File: src/rtl/pipe_skid_reg.sv
// pipe_skid_reg -- single pipeline stage with a one-entry skid buffer.
//
// Holds up to two register-file write entries {we, addr, data}. The main
// register is always the one presented downstream; the skid register catches
// an entry accepted in the same cycle the downstream stalls, so in_ready can
// be a registered signal without losing data. Entries leave in strict FIFO
// order.
//
// Ports:
//   clk, rst          clock; synchronous active-high reset
//   in_valid/in_ready upstream handshake (in_ready registered)
//   in_we/addr/data   incoming entry fields
//   flush             discard all held entries (and any offered input)
//   out_valid/ready   downstream handshake
//   out_we/addr/data  presented entry (out_we gated by valid and ZERO_KILL)
//   occ               number of held entries (0..2)
module pipe_skid_reg #(
  parameter int DATA_W    = 32,
  parameter int ADDR_W    = 5,
  parameter bit ZERO_KILL = 1'b1
) (
  input  logic              clk,
  input  logic              rst,
  input  logic              in_valid,
  output logic              in_ready,
  input  logic              in_we,
  input  logic [ADDR_W-1:0] in_addr,
  input  logic [DATA_W-1:0] in_data,
  input  logic              flush,
  output logic              out_valid,
  input  logic              out_ready,
  output logic              out_we,
  output logic [ADDR_W-1:0] out_addr,
  output logic [DATA_W-1:0] out_data,
  output logic [1:0]        occ
);

  typedef enum logic [1:0] {
    ST_EMPTY = 2'd0,
    ST_FULL  = 2'd1,
    ST_SKID  = 2'd2
  } state_t;

  state_t            state_q, state_d;
  logic              main_we_q, main_we_d;
  logic [ADDR_W-1:0] main_addr_q, main_addr_d;
  logic [DATA_W-1:0] main_data_q, main_data_d;
  logic              skid_we_q, skid_we_d;
  logic [ADDR_W-1:0] skid_addr_q, skid_addr_d;
  logic [DATA_W-1:0] skid_data_q, skid_data_d;
  logic              in_ready_q, in_ready_d;
  logic              out_valid_q, out_valid_d;
  logic              out_we_q, out_we_d;
  logic [1:0]        occ_q, occ_d;

  logic              accept_s;
  logic              consume_s;

  // A write to register 0 is architecturally a no-op; suppress it when enabled.
  function automatic logic we_killed(input logic [ADDR_W-1:0] addr);
    return ZERO_KILL && (addr == {ADDR_W{1'b0}});
  endfunction

  assign accept_s  = in_valid && in_ready_q;
  assign consume_s = out_valid_q && out_ready;

  // Next-state logic for storage and the state machine.
  always_comb begin
    state_d     = state_q;
    main_we_d   = main_we_q;
    main_addr_d = main_addr_q;
    main_data_d = main_data_q;
    skid_we_d   = skid_we_q;
    skid_addr_d = skid_addr_q;
    skid_data_d = skid_data_q;
    if (flush) begin
      // Flush wins over every handshake; an offered input is dropped.
      state_d     = ST_EMPTY;
      main_we_d   = 1'b0;
      main_addr_d = {ADDR_W{1'b0}};
      main_data_d = {DATA_W{1'b0}};
      skid_we_d   = 1'b0;
      skid_addr_d = {ADDR_W{1'b0}};
      skid_data_d = {DATA_W{1'b0}};
    end else begin
      case (state_q)
        ST_EMPTY: begin
          if (accept_s) begin
            state_d     = ST_FULL;
            main_we_d   = in_we;
            main_addr_d = in_addr;
            main_data_d = in_data;
          end else begin
            state_d = ST_EMPTY;
          end
        end
        ST_FULL: begin
          if (accept_s && consume_s) begin
            state_d     = ST_FULL;
            main_we_d   = in_we;
            main_addr_d = in_addr;
            main_data_d = in_data;
          end else if (accept_s) begin
            // Downstream stalled: park the new entry behind the main one.
            state_d     = ST_SKID;
            skid_we_d   = in_we;
            skid_addr_d = in_addr;
            skid_data_d = in_data;
          end else if (consume_s) begin
            state_d = ST_EMPTY;
          end else begin
            state_d = ST_FULL;
          end
        end
        ST_SKID: begin
          // in_ready is low here, so no accept can occur.
          if (consume_s) begin
            state_d     = ST_FULL;
            main_we_d   = skid_we_q;
            main_addr_d = skid_addr_q;
            main_data_d = skid_data_q;
          end else begin
            state_d = ST_SKID;
          end
        end
        default: begin
          state_d = ST_EMPTY;
        end
      endcase
    end
  end

  // Output values derived from the next state so every output is a flop.
  always_comb begin
    occ_d       = 2'd0;
    out_valid_d = 1'b0;
    in_ready_d  = 1'b1;
    case (state_d)
      ST_EMPTY: begin
        occ_d       = 2'd0;
        out_valid_d = 1'b0;
        in_ready_d  = 1'b1;
      end
      ST_FULL: begin
        occ_d       = 2'd1;
        out_valid_d = 1'b1;
        in_ready_d  = 1'b1;
      end
      ST_SKID: begin
        occ_d       = 2'd2;
        out_valid_d = 1'b1;
        in_ready_d  = 1'b0;
      end
      default: begin
        occ_d       = 2'd0;
        out_valid_d = 1'b0;
        in_ready_d  = 1'b1;
      end
    endcase
    out_we_d = out_valid_d && main_we_d && !we_killed(main_addr_d);
  end

  // State and output registers.
  always_ff @(posedge clk) begin
    if (rst) begin
      state_q     <= ST_EMPTY;
      main_we_q   <= 1'b0;
      main_addr_q <= {ADDR_W{1'b0}};
      main_data_q <= {DATA_W{1'b0}};
      skid_we_q   <= 1'b0;
      skid_addr_q <= {ADDR_W{1'b0}};
      skid_data_q <= {DATA_W{1'b0}};
      in_ready_q  <= 1'b1;
      out_valid_q <= 1'b0;
      out_we_q    <= 1'b0;
      occ_q       <= 2'd0;
    end else begin
      state_q     <= state_d;
      main_we_q   <= main_we_d;
      main_addr_q <= main_addr_d;
      main_data_q <= main_data_d;
      skid_we_q   <= skid_we_d;
      skid_addr_q <= skid_addr_d;
      skid_data_q <= skid_data_d;
      in_ready_q  <= in_ready_d;
      out_valid_q <= out_valid_d;
      out_we_q    <= out_we_d;
      occ_q       <= occ_d;
    end
  end

  assign in_ready  = in_ready_q;
  assign out_valid = out_valid_q;
  assign out_we    = out_we_q;
  assign out_addr  = main_addr_q;
  assign out_data  = main_data_q;
  assign occ       = occ_q;

endmodule

File: config.mk
export PLATFORM = sky130hd
export DESIGN_NAME = pipe_skid_reg
export DESIGN_NICKNAME = d
export VERILOG_FILES = /design/src/rtl/pipe_skid_reg.sv
export SDC_FILE = /design/constraint.sdc
export NUM_CORES = 1
export LEC_CHECK = 0
export BUFFER_PORTS_ARGS = -buffer_cell sky130_fd_sc_hd__buf_2
export CORE_UTILIZATION = 55
export CTS_BUF_LIST = sky130_fd_sc_hd__clkbuf_16
export DETAILED_ROUTE_END_ITERATION = 12
export PLACE_DENSITY_LB_ADDON = 0.3
export SETUP_SLACK_MARGIN = 0.15
export SYNTH_ARGS = -nofsm -noshare
export SYNTH_HDL_FRONTEND = slang
export SYNTH_SLANG_ARGS = --single-unit
File: constraint.sdc
create_clock -name clk -period 6.8 [get_ports clk]
set_clock_uncertainty 0.05 [all_clocks]
set_input_delay 0.68 -clock clk [delete_from_list [all_inputs] [get_ports clk]]
set_output_delay 0.68 -clock clk [all_outputs]
set_load 0.01 [all_outputs]
**Word level (Yosys, flattened, before mapping)**

Cells that the tools add are included.

- Register bits: 83
- Bits in latches: 0
- RAM bits: 0
- Memory bits (read-only): 0
- Memories: 0

- Add/sub/neg operators: 0
- Multipliers: 0
- Div/mod/pow operators: 0
- Order comparisons: 0
- Equality and inequality tests: 7
- Shift-type cells: 0
- Muxes and demuxes: 24
- Bitwise gates (word level): 1
- Reduce and logical (&&, ||, !) cells: 13

Operator list:

| cell | count |
|---|---|
| $mux W32 | 3 |
| $pmux W32 S3 | 1 |
| $mux W5 | 4 |
| $pmux W5 S3 | 1 |
| $mux W1 | 8 |
| $mux W2 | 4 |
| $ne A2 B2 Y1 const B | 3 |
| $pmux W2 S3 | 1 |
| $logic_and A1 B1 Y1 | 5 |
| $logic_not A5 Y1 | 1 |
| $eq A2 B1 Y1 const B | 2 |
| $eq A2 B2 Y1 const B | 2 |
| $pmux W2 S2 | 1 |
| $reduce_and A4 Y1 | 1 |
| $reduce_or A2 Y1 | 2 |
| $pmux W1 S3 | 1 |
| $reduce_and A3 Y1 | 1 |
| $reduce_bool A3 Y1 | 1 |
| $logic_not A2 Y1 | 1 |
| $logic_not A1 Y1 | 1 |
| $not A1 Y1 | 1 |

**Longest topological paths before layout**

Gate-level depths: netlist of run 1.

- Depth in word-level cells: 11
- Gate-level depth with buffers: 12
- Depth with buffers taken out: 10

**Worst setup path after synthesis of run 1**

Ideal clock, no wire load.

- Path type: input-to-reg
- Start: input port out_ready
- End: register out_we_q, in the netlist out_we
- Library setup time: 0.081 ns
- Arrival: 2.433 ns
- Data required time: 6.669 ns
- Slack: 4.237 ns
- Cell stages on the path: 12
- Path buffers: 2
- Cell sequence: and2_1 -> inv_1 -> ha_1 -> and3b_1 -> clkbuf_1 -> buf_2 -> o21ai_0 -> inv_1 -> ha_1 -> nor2_1 -> o311ai_0 -> a41oi_1

RTL lines:

| element | line | source |
|---|---|---|
| start, declared | 31 | `input logic out_ready,` |
| $logic_and A1 B1 Y1 (*) | 65 | `assign consume_s = out_valid_q && out_ready;` |
| $logic_and A1 B1 Y1 | 98 | `if (accept_s && consume_s) begin` |
| $mux W2 | 98 |  |
| $pmux W2 S3 (*) | 86 | `case (state_q)` |
| $mux W2 (*) | 76 | `if (flush) begin` |
| named net state_d[1] | 44 | `state_t state_q, state_d;` |
| $eq A2 B2 Y1 or $eq A2 B1 Y1 (tied branches) | 138 | `case (state_d)` |
| $reduce_or A2 Y1 (no line) (*) | - |  |
| $mux W1 (*) | 138 |  |
| $logic_and A1 B1 Y1 (*) (2 in a row) | 160 | `out_we_d = out_valid_d && main_we_d && !we_killed(main_addr_d);` |
| end signal, assigned | 187 | `out_we_q <= out_we_d;` |
| end, declared | 53 | `logic out_we_q, out_we_d;` |

The timed path passes the listed nets; every way through them passes the cells marked *.
A chain may end at the register's enable or synchronous reset.

**Final worst setup path of run 1**

- Start: register state_q[0]
- End: register out_we_q, in the netlist out_we

- Cells in the longest elaborated chain, start to end: 8

RTL lines:

| element | line | source |
|---|---|---|
| start, declared | 44 |  |
| start signal, assigned | 178 | `state_q <= state_d;` |
| $eq A2 B2 Y1, or another cell as far along | 86 |  |
| $pmux W2 S3 (*) | 86 |  |
| $mux W2 (*) | 76 |  |
| named net state_d[1] | 44 |  |
| $eq A2 B2 Y1 or $eq A2 B1 Y1 (tied branches) | 138 |  |
| $reduce_or A2 Y1 (no line) (*) | - |  |
| $mux W1 (*) | 138 |  |
| $logic_and A1 B1 Y1 (*) (2 in a row) | 160 |  |

Marks and branches as above.

==> results of run 1 <==
-- worst min-delay path, stage by stage (launching register included) --
cell and delay (ns):
dfxtp_1 0.30, nand2_1 0.05, a21oi_1 0.05
-- synth_stat cells (3+ instances only) --
cell type,n
and2_1,4
inv_1,4
nand2b_1,3
buf_2,10
clkbuf_1,11
nand2_1,79
a222oi_1,4
nor2_1,46
buf_6,8
a211oi_2,32
buf_1,4
a21oi_1,38
ha_1,5
and3b_1,3
dfxtp_1,83
mux2i_1,32
o21ai_0,4
-- power groups by stage --
stage | combinational [W] | clock (W) | sequential [W]
2_1_floorplan | 0.0000742 | 0 | 0.000523
3_3_place_gp | 0.000108 | 0 | 0.000518
3_5_place_dp | 0.000110 | 0 | 0.000519
4_1_cts | 0.000111 | 0.000498 | 0.000508
5_1_grt | 0.000122 | 0.000525 | 0.000510
6_report | 0.000109 | 0.000491 | 0.000508
-- path summary, 6_finish.rpt --
path                                startpoint             end  slack, ns  cells after the start
worst min register to register  skid_data_q[6]  skid_data_q[6]       0.40                      2
worst max-delay path                state_q[0]          out_we       3.80                      8
worst min-delay path            skid_data_q[6]  skid_data_q[6]       0.40                      2
worst max register to register      state_q[0]          out_we       3.80                      8
-- layer usage --
layer	track usage	vias to the layer above
met1	0.275	1355
met4	0.0752	0
li1	-	1484
met3	0.0686	14
met5	0	-
met2	0.400	72
-- final cells by class --
class                      count  area, um2  area share
inverter                       4       15.0     0.00351
clock buffer                   9        225      0.0526
clock inverter                 6       75.1      0.0175
multi-input combinational    275       1770       0.414
timing repair buffer          86        435       0.102
tap                           77       96.3      0.0225
sequential                    83       1660       0.388
-- through the flow --
stage | utilization | cells | area (um2)
floorplan | - | 395 | 3640
global placement | 0.627 | 525 | 3980
detailed placement | 0.627 | 525 | 3980
CTS | 0.674 | 540 | 4280
global route | 0.674 | 540 | 4280
finish | 0.674 | 540 | 4280
-- cell families (layout without fill, tap and decap cells) --
kind of cell               after synthesis  count (layout)  synth area share
DFF                                     83              83             0.457
adders and majority gates                5               5            0.0172
muxes                                   32              32            0.0880
buffers and inverters                   37             105            0.0581
AOI/OAI and AO/OA                       87              87             0.199
and+or+nand+nor                        151             151             0.181
-- registers in the layout, summed over array words and instances, names as in the netlist --
signal and cells:
main_we_q 1, out_data 32, skid_addr_q 5, out_addr 5, skid_we_q 1, out_valid 1, skid_data_q 32, state_q 2
out_we 1, in_ready 1, occ 2
==> results.toml, run 1 <==
[timing]
timing.final.ws_setup_ns = 3.80
max_freq_mhz = 333
tightest_slew_ns = 1.23
relSlewSlack = 0.170
finalHoldViolCount = 0
setup_viol = 0
rsz0062_at_grt = "false"
fin_hold_ws_ns = 0.404
fin_tns_setup_ns = 0
period_share = 0.442
drv_slew = 0
final.min_clock_period_ns = 3.00

[cts]
path_clk_slew_ns = 0.05
htreeDepth = 3
cts.sink_count = 83
root_buffer = "clkbuf_16"
cts_tree = "built"
cts-buffers-inserted = 9
cts_resized = 0
cts_buffer_depth = 2
post_cts_buffers = 0
clk_latency_ns = 0.33
ctsHoldBuffers = 0

[cells_and_area]
layout_commonest_cell = "buf_2"
mostFrequentLayoutCells = "buf_2 (84), dfxtp_1 (83), nand2_1 (79)"
antenna_cells = 0
fillers = 533
drive_above_1_share = 0.287
syn2layout_area_growth_pct = 17.6
fin_nets = 507

[routing]
drt_iter0_drc = 155
wl_met3_um = 395
vias = 2925
wl_per_cell_um = 14.0
drc = 0
route.met2.wl_mm = 3.62
drt-total-wl_mm = 7.53
viasPerCell = 5.42
drt-met1-wl_mm = 3.39
postRouteAntennaNets = 0
dr.max_layer_used = "met4"
drtPass1Iterations = 4

[yosys]
syn-cell-area_mm2 = 0.00364
async_flop_share = 0
ys.warnings.count = 0
ys.flop_type = "dfxtp_1"
synth_area_leader_cell = "dfxtp_1"
synth-edff-count = 0
synth_area_leaders = "dfxtp_1 (46%), a211oi_2 (11%), mux2i_1 (8.8%)"
synth_cell_type_count = 38
synth_top_area_share = 0.457
avgSynthCellArea_um2 = 9.21
synthCells = 395
syn_nets = 443
ys_seq_area_frac = 0.457
synth_seq_cells = 83

[power]
clkPwrFrac = 0.443
switchingPower_w = 0.000252
leakagePower_nw = 1.92
seqPwrFrac = 0.458
p_sw_frac = 0.227
power_w = 0.00111
comb_power_share = 0.099
power.density_mw_per_mm2 = 259
p_int_w = 0.000857
irDropWorstVdd_v = 0.000176

[status]
status = "complete, no violations"

[critical_path]
crit_path_end_kind = "flop"
critical_path.top_delay_family = "simple AND/OR/NAND/NOR gates"
start_kind = "flop"
crit_type = "flop to flop"
max_stage_delay_ns = 0.94
path_max_fanout = 34
crit_chain = "nand2b_2 > nor2_1 > o21ai_0 > inv_1 > ha_1 > nor2_1 > o311ai_0 > a41oi_1"
slowest_stage = "nand2b_2"
worst-endpoint-arrival_ns = 3.21
critical_path.most_common_cell = "nor2_1"
critical_path_required_ns = 7.00
path_buf_inv = 1

[place]
gp_congestion = 0.898
hpwl_mm = 4.71
place_ws_ns = 3.59
io_buffers = 84

[floorplan]
io-pin-count = 85
die_w_um = 83.3
core_area_mm2 = 0.00635
num_rows = 29
floorplan.initialDensity = 0.573
design.die.area_mm2 = 0.00694
die_h_um = 83.3

[grt]
grt_max_degree = 78
grt_pass1_wl_mm = 13.0
antenna_found_initial = 0
grt_overflow = 0
grt_pass1_vias = 2909
grt_usage = 0.232

[run]
drv_cap = 0

[worst_hold_path]
hp-class = "flop to flop"
(Power assumes the default switching activity.)
==> run 2: changes to the inputs <==
Settings changed: ABC_AREA set to 1, CORE_UTILIZATION 55 to 53.
Clock period 6.8 ns to 2.8 ns, I/O delays scaled along.
==> results.toml, run 2 <==
[routing]
drt-total-wl_mm = 9.74
drc = 0
drtPass1Iterations = 5
viasPerCell = 5.61
postRouteAntennaNets = 0
vias = 3793
wl_per_cell_um = 14.4
drt_iter0_drc = 320

[cells_and_area]
syn2layout_area_growth_pct = 19.7
drive_above_1_share = 0.194
fin_nets = 642
antenna_cells = 0
layout_commonest_cell = "nand2_1"
mostFrequentLayoutCells = "nand2_1 (145), a21oi_1 (109), buf_2 (84)"
fin_util = 0.675

[timing]
rsz0062_at_grt = "false"
tightest_slew_ns = 1.05
final.min_clock_period_ns = 2.44
drv_slew = 0
finalHoldViolCount = 0
max_freq_mhz = 411
setup_viol = 0
relSlewSlack = 0.296
fin_tns_setup_ns = 0
period_share = 0.870
timing.final.ws_setup_ns = 0.365

[critical_path]
crit_path_end_kind = "flop"
crit_type = "flop to flop"
critical_path_required_ns = 3.01
ff2ff_setup_slack_ns = 0.36
reg2reg_to = "out_data[0]"
crit_end = "out_data[0]"
path_max_fanout = 40
worst-endpoint-arrival_ns = 2.65
reg2regPathDepth = 10
r2r-start = "in_ready"
start_kind = "flop"
critPathLaunch = "in_ready"

[floorplan]
num_rows = 29
core_area_mm2 = 0.00649
die_w_um = 85.1
io-pin-count = 85
die_h_um = 85.1
floorplan.initialDensity = 0.563
design.die.area_mm2 = 0.00724

[yosys]
async_flop_share = 0
syn-cell-area_mm2 = 0.00366
ys_seq_area_frac = 0.454
synth_area_leader_cell = "dfxtp_1"
syn_nets = 576
synth_seq_cells = 83
synthCells = 528
synth_commonest_cells = "nand2_1 (146), a21oi_1 (109), dfxtp_1 (83)"
synth_cell_type_count = 18
synth_most_common_cell = "nand2_1"
ys.warnings.count = 0
synth_top_area_share = 0.454
ys.flop_type = "dfxtp_1"
avgSynthCellArea_um2 = 6.93
synth-edff-count = 0
synth_area_leaders = "dfxtp_1 (45%), nand2_1 (15%), a21oi_1 (15%)"

[cts]
cts_tree = "built"
post_cts_buffers = 0
clk_latency_ns = 0.33
cts.sink_count = 83
htreeDepth = 3
root_buffer = "clkbuf_16"
cts-buffers-inserted = 9
path_clk_slew_ns = 0.07
cts_buffer_depth = 2

[power]
power.density_mw_per_mm2 = 601
leakagePower_nw = 1.91
irDropWorstVdd_v = 0.000350

[worst_hold_path]
hp-class = "input port to flop"

[place]
hpwl_mm = 6.01
gp_congestion = 0.915
io_buffers = 84
place_ws_ns = 0.370

[grt]
grt_usage = 0.271
grt_pass1_wl_mm = 15.8
antenna_found_initial = 0
grt_overflow = 0
grt_max_degree = 51
grt_pass1_vias = 3454

[status]
status = "complete, no violations"

[run]
drv_cap = 0
-- run 2: changes by cell type after synthesis, sizes merged, moves of 5 or more --
cell    delta
clkbuf    +11
a21oi     +73
nand2     +68
a211oi    -33
mux2i     -32
buf        -8
nand4      +5
inv       +25
nand3     +51
-- run 2: logic make-up after synthesis --
logic type      share of synthesized area
fa+ha+maj                          0.0171
buf+inv                            0.0728
flops                               0.454
compound gates                      0.170
simple gates                        0.286
-- run 2: area by class of cell --
cell class / count / area (um2)
clock buffer: 9 / 225
clock inverter: 7 / 52.6
fill: 584 / 2110
inverter: 29 / 109
multi-input combinational: 380 / 1740
sequential: 83 / 1660
tap: 77 / 96.3
timing repair buffer: 91 / 498
-- run 2: power breakdown --
| group | leakage (nW) | total [W] | internal (W) | switching, W |
|---|---|---|---|---|
| clock | 0.130 | 0.00110 | 0.000605 | 0.000493 |
| sequential | 0.673 | 0.00123 | 0.00121 | 0.0000178 |
| combinational | 1.11 | 0.000307 | 0.000108 | 0.000199 |
-- run 2: repair_timing --
item                       in CTS  in global routing
resized for setup               0                  2
hold buffers                    0                  0
setup endpoints to repair       0                 13
-- run 2: critical path: stages, from the launching register on --
cell	delay, ns
dfxtp_1	0.43
nand2_1	0.23
inv_2	0.16
ha_1	0.35
inv_1	0.18
a21oi_2	0.20
nand2_4	0.19
buf_12	0.24
a21oi_1	0.16
a21oi_1	0.07
nor2_1	0.10
-- run 2: how the worst min path moves through the flow --
stage / startpoint / to / slack [ns] / cells after the start
floorplan: rst / out_valid / 0.31 / 1
global placement: skid_addr_q[0] / skid_addr_q[0] / 0.40 / 2
detailed placement: skid_data_q[29] / skid_data_q[29] / 0.40 / 2
CTS: in_data[15] / skid_data_q[15] / 0.17 / 3
global route: in_data[21] / skid_data_q[21] / 0.18 / 3
finish: in_data[15] / skid_data_q[15] / 0.18 / 3
-- run 2: layer usage --
layer | GRT usage | part of all wire
met1 | 0.355 | 0.42
met2 | 0.450 | 0.49
met3 | 0.0516 | 0.085
met4 | 0.0924 | 0.0087
met5 | 0 | 0
-- run 2: metrics by stage --
stage	std cells	power (W)	hold WS (ns)	cell area, um2
after global routing	676	0.00274	0.185	4380
after detailed placement	660	0.00155	0.402	4100
final	676	0.00263	0.176	4380
after CTS	676	0.00264	0.171	4380
after global placement	660	0.00155	0.397	4100
after floorplan	528	0.00145	0.308	3660
==> run 3: changes to the inputs <==
Settings changed: CELL_PAD_IN_SITES_DETAIL_PLACEMENT set to 1, CELL_PAD_IN_SITES_GLOBAL_PLACEMENT set to 1, CORE_UTILIZATION 53 to 38, PLACE_DENSITY_LB_ADDON 0.3 to 0.1.
==> results.toml, run 3 (synthesized netlist as in run 2, its figures left out) <==
[timing]
drv_slew = 0
max_freq_mhz = 426
relSlewSlack = 0.291
timing.final.ws_setup_ns = 0.450
setup_viol = 0
final.min_clock_period_ns = 2.35
tightest_slew_ns = 1.06
period_share = 0.839
finalHoldViolCount = 0
fin_tns_setup_ns = 0
rsz0062_at_grt = "false"

[critical_path]
crit_type = "flop to flop"
critical_path_required_ns = 3.02
worst-endpoint-arrival_ns = 2.57
max_stage_delay_ns = 0.39
path_buf_inv = 1
path_max_fanout = 7
crit_path_end_kind = "flop"
slowest_stage = "dfxtp_1"
critical_path.top_delay_family = "simple AND/OR/NAND/NOR gates"
reg2regPathDepth = 9
reg2reg_to = "out_we"
ff2ff_setup_slack_ns = 0.45
critPathLaunch = "in_ready"
crit_chain = "nand2_1 > inv_1 > ha_1 > o311ai_1 > nand2_1 > ha_1 > nor2_1 > nand3_1 > nor2_1"
r2r-start = "in_ready"
start_kind = "flop"

[cts]
root_buffer = "clkbuf_16"
cts-buffers-inserted = 9
cts_tree = "built"
post_cts_buffers = 0
cts_buffer_depth = 2
clk_latency_ns = 0.33
cts.sink_count = 83
ctsHoldBuffers = 0
htreeDepth = 3
path_clk_slew_ns = 0.06

[routing]
drt-total-wl_mm = 10.9
viasPerCell = 5.10
postRouteAntennaNets = 0
drt_iter0_drc = 104
vias = 3716
drc = 0
wl_per_cell_um = 14.9
drtPass1Iterations = 4

[place]
place_area_mm2 = 0.00417
place_ws_ns = 0.358
io_buffers = 84
place_inst = 714
hpwl_mm = 7.29
gp_congestion = 0.852

[floorplan]
die_h_um = 100
floorplan.initialDensity = 0.394
design.die.area_mm2 = 0.0100
core_area_mm2 = 0.00928
die_w_um = 100
io-pin-count = 85
num_rows = 35

[cells_and_area]
syn2layout_area_growth_pct = 21.1
fin_util = 0.477
drive_above_1_share = 0.190
design_area_mm2 = 0.00443
fin_nets = 644
seq_area_mm2 = 0.00166
antenna_cells = 0
final_cells = 729
mostFrequentLayoutCells = "nand2_1 (146), a21oi_1 (109), buf_2 (84)"
multi_input_area_mm2 = 0.00174
fillers = 1245
layout_commonest_cell = "nand2_1"

[grt]
antenna_found_initial = 0
grt_pass1_wl_mm = 18.3
grt_overflow = 0
grt_max_degree = 51
grt_pass1_vias = 3773
grt_usage = 0.231

[worst_hold_path]
hold_start = "in_data[0]"
hold_depth = 3
min_to = "skid_data_q[0]"
hp-class = "input port to flop"

[run]
drv_cap = 0

[power]
p_sw_frac = 0.266
p_int_w = 0.00191
clkPwrFrac = 0.409
switchingPower_w = 0.000691
leakagePower_nw = 1.92
power.density_mw_per_mm2 = 586
irDropWorstVdd_v = 0.000264
seqPwrFrac = 0.473
comb_power_share = 0.119

[status]
status = "complete, no violations"
run 3: changes by cell type in the layout (fill, tap and decap cells not counted), sizes merged:
cell,delta
clkinv,+1
clkinvlp,-2
buf,+2
run 3: repair_timing:
action	4_1_cts	5_1_grt
setup endpoints to repair	0	1
endpoints found under the hold margin	0	0
resized for setup	0	1
run 3: layout make-up:
class | instances | area share
repair buffers | 93 | 0.113
clock buffers | 9 | 0.0508
clock inverters | 6 | 0.00762
well taps | 129 | 0.0364
flip-flops and latches | 83 | 0.375
inverters | 29 | 0.0246
multi-input cells | 380 | 0.393
run 3: worst max path at each step:
stage	to	slack, ns	cells past startpoint
2_1_floorplan	out_we	0.59	10
3_3_place_gp	out_we	0.42	10
6_report	out_we	0.45	9
5_1_grt	out_we	0.24	9
3_5_place_dp	out_we	0.36	10
4_1_cts	out_we	0.36	9
run 3: power groups by stage:
stage                     sequential (W)  combinational [W]  clock [W]
after floorplan                  0.00126           0.000184          0
after detailed placement         0.00126           0.000310          0
after global placement           0.00125           0.000306          0
after global routing             0.00123           0.000351    0.00113
after CTS                        0.00123           0.000312    0.00108
final                            0.00123           0.000308    0.00106
run 3: per-layer routing:
metal  track usage  wire (um)  up-vias
li1              -          -     1861
met1         0.285       5020     1765
met2         0.400       5270       74
met3        0.0460        427       16
met4        0.0758        160        0
met5             0          0        -
run 3: tightest hold or removal path, cell delays in order:
cell and delay, ns:
buf_2 0.11, nand3_1 0.07, a21oi_1 0.06
run 3: per-stage QoR:
stage	power (W)	hold slack, ns
finish	0.00260	0.181
global route	0.00272	0.178
CTS	0.00263	0.172
detailed placement	0.00157	0.397
global placement	0.00156	0.390
floorplan	0.00145	0.308
